`config.mk`:
```
export PLATFORM = sky130hd
export DESIGN_NAME = id_ex_stage
export DESIGN_NICKNAME = d
export VERILOG_FILES = /design/src/rtl/id_ex_stage.sv
export SDC_FILE = /design/constraint.sdc
export NUM_CORES = 1
export LEC_CHECK = 0
export ABC_AREA = 1
export CAP_MARGIN = 20
export CELL_PAD_IN_SITES_DETAIL_PLACEMENT = 2
export CELL_PAD_IN_SITES_GLOBAL_PLACEMENT = 2
export CORE_MARGIN = 10
export CORE_UTILIZATION = 21
export CTS_CLUSTER_DIAMETER = 40
export CTS_CLUSTER_SIZE = 12
export DETAILED_ROUTE_END_ITERATION = 16
export GPL_ROUTABILITY_DRIVEN = 0
export PLACE_DENSITY = 0.87
export SYNTH_ARGS = -nofsm -noshare
export SYNTH_HDL_FRONTEND = slang
export SYNTH_SLANG_ARGS = --single-unit
```
`constraint.sdc`:
```
create_clock -name clk -period 1.62 [get_ports clk]
set_input_delay 0.243 -clock clk [delete_from_list [all_inputs] [get_ports clk]]
set_output_delay 0.243 -clock clk [all_outputs]
set_load 0.02 [all_outputs]
```
`src/rtl/id_ex_stage.sv`:
```
// ID/EX pipeline register for the 5-stage MIPS core.
// Includes load-use hazard detection, flush/hold control and a saturating stall counter.
module id_ex_stage #(
    parameter int unsigned DW = 32,
    parameter int unsigned CW = 16
) (
    input  logic          clk,
    input  logic          rst_n,
    input  logic          hold,
    input  logic          flush,
    input  logic          cnt_clr,
    input  logic          valid_dec,
    input  logic [4:0]    RS_dec,
    input  logic [4:0]    RT_dec,
    input  logic [4:0]    RD_dec,
    input  logic          uses_rt_dec,
    input  logic [DW-1:0] rs_data_dec,
    input  logic [DW-1:0] rt_data_dec,
    input  logic [DW-1:0] imm_dec,
    input  logic          wr_dec,
    input  logic          mem_rd_dec,
    input  logic          mem_wr_dec,
    input  logic          alu_src_dec,
    input  logic [3:0]    alu_op_dec,
    output logic          stall_IF,
    output logic          valid_EX,
    output logic [4:0]    RS_ID,
    output logic [4:0]    RT_ID,
    output logic [4:0]    RD_EX,
    output logic [DW-1:0] rs_data_EX,
    output logic [DW-1:0] rt_data_EX,
    output logic [DW-1:0] imm_EX,
    output logic          wr_EX,
    output logic          mem_rd_EX,
    output logic          mem_wr_EX,
    output logic          alu_src_EX,
    output logic [3:0]    alu_op_EX,
    output logic [CW-1:0] stall_cnt
);

    typedef struct packed {
        logic          valid;
        logic [4:0]    rs;
        logic [4:0]    rt;
        logic [4:0]    rd;
        logic [DW-1:0] rs_data;
        logic [DW-1:0] rt_data;
        logic [DW-1:0] imm;
        logic          wr;
        logic          mem_rd;
        logic          mem_wr;
        logic          alu_src;
        logic [3:0]    alu_op;
    } stage_t;

    stage_t        ex_q, ex_d, dec;
    logic [CW-1:0] cnt_q, cnt_d;
    logic          rs_hit, rt_hit, lu, bubble;

    always_comb begin
        dec         = '0;
        dec.valid   = valid_dec;
        dec.rs      = RS_dec;
        dec.rt      = RT_dec;
        dec.rd      = RD_dec;
        dec.rs_data = rs_data_dec;
        dec.rt_data = rt_data_dec;
        dec.imm     = imm_dec;
        dec.wr      = wr_dec;
        dec.mem_rd  = mem_rd_dec;
        dec.mem_wr  = mem_wr_dec;
        dec.alu_src = alu_src_dec;
        dec.alu_op  = alu_op_dec;
    end

    // Load in EX whose destination is read by the instruction now in decode.
    always_comb begin
        rs_hit   = (ex_q.rd == RS_dec);
        rt_hit   = uses_rt_dec & (ex_q.rd == RT_dec);
        lu       = ex_q.valid & ex_q.mem_rd & (ex_q.rd != 5'd0) & valid_dec & (rs_hit | rt_hit);
        stall_IF = lu & ~flush;
        bubble   = flush | lu;
    end

    always_comb begin
        ex_d = ex_q;
        if (!hold) begin
            if (bubble) begin
                ex_d = '0;
            end else begin
                ex_d = dec;
            end
        end
    end

    always_comb begin
        cnt_d = cnt_q;
        if (!hold) begin
            if (cnt_clr) begin
                cnt_d = '0;
            end else if (stall_IF && (cnt_q != {CW{1'b1}})) begin
                cnt_d = cnt_q + 1'b1;
            end
        end
    end

    always_ff @(posedge clk or negedge rst_n) begin
        if (!rst_n) begin
            ex_q  <= '0;
            cnt_q <= '0;
        end else begin
            ex_q  <= ex_d;
            cnt_q <= cnt_d;
        end
    end

    assign valid_EX   = ex_q.valid;
    assign RS_ID      = ex_q.rs;
    assign RT_ID      = ex_q.rt;
    assign RD_EX      = ex_q.rd;
    assign rs_data_EX = ex_q.rs_data;
    assign rt_data_EX = ex_q.rt_data;
    assign imm_EX     = ex_q.imm;
    assign wr_EX      = ex_q.wr;
    assign mem_rd_EX  = ex_q.mem_rd;
    assign mem_wr_EX  = ex_q.mem_wr;
    assign alu_src_EX = ex_q.alu_src;
    assign alu_op_EX  = ex_q.alu_op;
    assign stall_cnt  = cnt_q;

endmodule

```
After elaboration in Yosys (flattened, before gate mapping)
Cells that the tools add are included.
{"block": "word_totals", "register_bits": 136, "inputBits": 126, "output_inout_bits": 137, "elab_cells": 34}
{"block": "classes", "addsub": 1, "n_eq_ne": 3, "muxes": 3, "n_bitwise": 10, "reduce_logical": 4}
{"op": "120-bit 2-to-1 mux", "n": 1}
{"op": "16-bit 2-to-1 mux", "n": 2}
{"op": "16-bit by 1-bit adder with 16-bit output, second input constant", "n": 1}
{"op": "16-bit inequality test, second input constant", "n": 1}
{"op": "5-bit equality test", "n": 2}
{"op": "1-bit AND", "n": 6}
{"op": "5-bit nonzero test", "n": 1}
{"op": "1-bit NOT", "n": 2}
{"op": "1-bit bitwise OR", "n": 2}
{"op": "2-bit AND reduction", "n": 1}
{"op": "2-bit nonzero test", "n": 1}
{"op": "1-bit logical AND", "n": 1}

Logic depth before layout (Yosys ltp)
{"block": "depth", "depth_word": 8, "ltp_mapped": 12, "ltp_nobuf": 11}

Least setup slack after synthesis
No wires, ideal clock.
{"block": "synth_timing", "path_kind": "reg-to-reg", "from": "register cnt_q[0], in the netlist stall_cnt[0]", "to": "register cnt_q[7], in the netlist stall_cnt[7]", "setup_time_ps": 118, "t_arrival_ps": 1623, "required_time_ps": 1502, "setup_slack_ps": -121, "path_stages_with_launch": 12, "path_buffers": 1, "period_less_slack_ps": 1741, "cell_sequence": "dfrtp_1 -> ha_1 -> nand2_2 -> inv_2 -> nand2_1 -> nor2_4 -> nand3_1 -> nand4_2 -> nand2_4 -> buf_2 -> nand3_1 -> nand2_1"}
{"block": "synth_between", "elab_chain_cells": 4, "word_cells_on_any_way": 7, "cone_classes": "add/sub: 1; eq/ne: 1; mux: 2; reduce/logical: 3"}
{"item": "from (decl)", "line": "57", "text": "logic [CW-1:0] cnt_q, cnt_d;"}
{"item": "from (signal assigned)", "line": "113", "text": "cnt_q <= cnt_d;"}
{"item": "branches (longest 4 deep; another with 16-bit by 1-bit adder with 16-bit output)"}
Several ways; the timed one is not identified. The select of a mux whose other input is x is not followed.
A chain may end at the register's enable or synchronous reset.

Worst setup path after layout
{"block": "layout_timing", "from": "register ex_q (netlist bit RD_EX[3])", "to": "output port stall_IF"}
{"block": "layout_between", "elab_chain_cells": 5, "word_cells_on_any_way": 9, "cone_classes": "eq/ne: 2; bitwise: 6; reduce/logical: 1"}
{"item": "from (decl)", "line": "56", "text": "stage_t ex_q, ex_d, dec;"}
{"item": "from (signal assigned)", "line": "109", "text": "ex_q <= '0;"}
{"item": "from (signal assigned)", "line": "112", "text": "ex_q <= ex_d;"}
{"item": "5-bit equality test or 5-bit nonzero test (tied branches)", "line": "79, 80"}
{"item": "1-bit AND (on tied branches)", "line": "79, 80"}
{"item": "1-bit bitwise OR or 1-bit AND (tied branches)", "line": "80", "text": "lu = ex_q.valid & ex_q.mem_rd & (ex_q.rd != 5'd0) & valid_dec & (rs_hit | rt_hit);"}
{"item": "1-bit AND (*)", "line": "80"}
{"item": "1-bit AND (*)", "line": "81", "text": "stall_IF = lu & ~flush;"}
{"item": "to (decl)", "line": "25", "text": "output logic stall_IF,"}
Mark *: on every way between the ends. The rest lies on a longest branch, timed or not.

==> impl_metrics.ini <==
[synth]
synth.largest_area_cell = dfrtp_1
synth_compound_area_share_pct = 11.7
avgSynthCellArea_sq_um = 8.22
synth_cell_types = 26
syn-instance-count = 721
synthArstFlopShare_pct = 100
synth-seq-cells = 136
synthXorXnorAreaFrac_pct = 0.444
synth_nets = 848
synth_top_area_share_pct = 57.5
synthAdderAreaFrac_pct = 0.211
synth-simple-area-share_pct = 25.1
synth_mux_area_share_pct = 0
syn_area_sq_um = 5920
ys.flop_type = dfrtp_1
synth_edf_count = 0
synth_top_family_by_area = simple AND/OR/NAND/NOR gates
synth.area.top_cells = dfrtp_1, nand2_1, o21ai_0, nand3_1, clkbuf_1
seq_area_frac_synth_pct = 57.5
ys_warn_count = 0

[cells_and_area]
final_area_sq_um = 10400
drive_above_1_share_pct = 14.6
fin_util_pct = 37.6
fin_nets = 1147
area_growth_pct = 76.2

[route]
routed_via_density = 4.52
final_antenna_net_count = 0
first_iter_violations = 262
wl_per_cell_microns = 21.4
wl_mm = 30.3
drtPass1Iterations = 5
vias = 6377
drc = 0

[clock_tree]
tritoncts = yes
clk_latency_ns = 0.43
cts.clk_slew.worst_paths_ns = 0.06
cts.htree.levels = 4
cts_root_buf = clkbuf_16
cts_sinks = 136
cts-buffers-inserted = 17
clock_path_buffers = 2

[setup_path]
worstPathArrival_ns = 1.73
rr_startpoint = RD_EX[1]$_DFFE_PN0N_
cpPeakStageDelay_ns = 0.41
start_kind = register
path_class = register to output pin
crit_path_max_fanout = 4
worstPathCellList = inv_2, nand2_1, nand2_1, nor2_2, nand3_2, nand2_4, nand2_4, nor2_4, buf_6
startpoint = RD_EX[3]$_DFFE_PN0N_
end_kind = output pin
required_ns = 1.38
path_buf_inv = 2
critPathTopFamily = simple AND/OR/NAND/NOR gates
cp_slowest_cell = dfrtp_1

[power]
power_density_nw_per_um2 = 1000
p_leak_nw = 5.07
p_total_mw = 10.5
vdd_drop_max_mv = 0.522

[sta]
relSlewSlack_pct = 60.5
post-route-period-util_pct = 122
hold_ws_ns = 0.303
finalSetupTns_ns = -32.87
finalHoldViolations = 0
finalCriticalPeriod_ns = 1.98
max_freq_mhz = 506
fin_worst_skew_ns = 0.0112
slew_viol_final = 0
final-setup-viol-count = 137
worstMarginPinSlew_ns = 0.592
layout_setup_ws_ns = -0.357
rsz0062_at_grt = yes

[grt]
grt_pass1_wl_mm = 44.6
gr-total-overflow = 0
antenna_found_initial = 4
grt_max_degree = 116
grt.total_usage_pct = 16.3
grt_pass1_vias = 7297

[worst_hold_path]
hp-class = input port to async pin

[status]
violations = setup timing
outcome = finished with violations

[die]
fp.dieArea_sq_um = 35300
die_height_microns = 188
io_pins = 263
die_x_microns = 188
start_util_pct = 21.3
row_count = 61
core_area_sq_um = 27800

[placed_design]
dp_hpwl_mm = 19.8
dpl_cell_area_sq_um = 9240
io_buffers = 262

[job]
max_cap_viol_count = 0
[per-layer routing]
layer | GRT usage, % | wire length, microns
met1 | 17.5 | 11600
met4 | 6.83 | 852
met5 | 0 | 7
met3 | 5.86 | 2210
met2 | 28.3 | 15600
[per-stage QoR]
step                setup WS [ns]  std cells
finish                     -0.357       1412
global placement           -0.772       1354
detailed placement         -0.846       1354
CTS                        -0.348       1401
floorplan                  0.0166        721
global route               -0.451       1411
[final cells by class]
class | instances | area (sq um)
Tap cell | 378 | 473
Multi-Input combinational cell | 514 | 2460
Antenna cell | 2 | 5.00
Timing Repair Buffer | 322 | 3300
Sequential cell | 136 | 3410
Fill cell | 3139 | 17300
Clock buffer | 20 | 467
Clock inverter | 11 | 218
Inverter | 29 | 111
[Yosys cell counts, types with 2 or more instances]
library cell	n
buf_4	2
nor3_1	5
nand4_1	4
nand3_1	25
xor2_1	2
dfrtp_1	136
nand2_1	307
a21oi_1	5
nand2_4	2
buf_1	2
clkbuf_1	27
inv_2	3
o21bai_1	2
o21ai_0	123
o22ai_1	5
buf_2	12
nor2_1	25
inv_1	26
[cell families (layout without fill, tap and decap cells)]
kind of cell	Yosys count	after routing
AND/OR/NAND/NOR	372	374
XOR/XNOR	3	3
flip-flops	136	136
AO/OA/AOI/OAI	136	136
adder cells (fa/ha/maj)	1	1
buffers and inverters	73	382
other	0	2
[path summary, 6_finish.rpt]
check,cells after the start,to,slack (ns)
worst max register to register,10,rt_data_EX[17]$_DFFE_PN0N_,-0.30
worst max-delay path,9,stall_IF,-0.36
worst min register to register,2,rt_data_EX[30]$_DFFE_PN0N_,0.48
max in group asynchronous,3,rt_data_EX[23]$_DFFE_PN0N_,0.77
worst min-delay path,2,rs_data_EX[28]$_DFFE_PN0N_,0.30
min in group clk,5,rs_data_EX[29]$_DFFE_PN0N_,0.36
[cells in the final DEF, fill, tap and decap left out, drive strengths merged, types with 2 or more instances in the layout]
cell / synthesis / routed
o21ai: 123 / 123
o21bai: 2 / 2
dfrtp: 136 / 136
clkdlybuf4s50: 0 / 123
clkdlybuf4s15: 0 / 2
clkinv: 0 / 2
nand3: 25 / 25
clkinvlp: 0 / 2
nor3: 6 / 6
diode: 0 / 2
buf: 17 / 58
inv: 29 / 30
xor2: 2 / 2
a21oi: 5 / 5
clkbuf: 27 / 24
dlygate4sd2: 0 / 133
o22ai: 5 / 5
nand2: 310 / 312
nand4: 5 / 5
bufinv: 0 / 6
nor2: 26 / 26
[timing repair]
item	4_1_cts	5_1_grt
pin swaps	17	6
setup buffers	6	3
gates resized for setup	221	39
setup endpoints to repair	273	138
hold endpoints to repair	27	0
cloned	9	6
hold buffers	1	0
[flip-flops by register name (all words and copies together) (netlist names)]
| signal | cells |
|---|---|
| alu_src_EX | 1 |
| RD_EX | 5 |
| imm_EX | 32 |
| wr_EX | 1 |
| rt_data_EX | 32 |
| stall_cnt | 16 |
| alu_op_EX | 4 |
| mem_wr_EX | 1 |
| mem_rd_EX | 1 |
| RS_ID | 5 |
| valid_EX | 1 |
| rs_data_EX | 32 |
| RT_ID | 5 |
[report_power, final]
group	internal (mW)	switching, mW
clock network	3.01	1.62
logic	0.888	1.14
registers	3.65	0.172
total	7.55	2.93
Note: power is estimated with default switching activity, not from simulation.
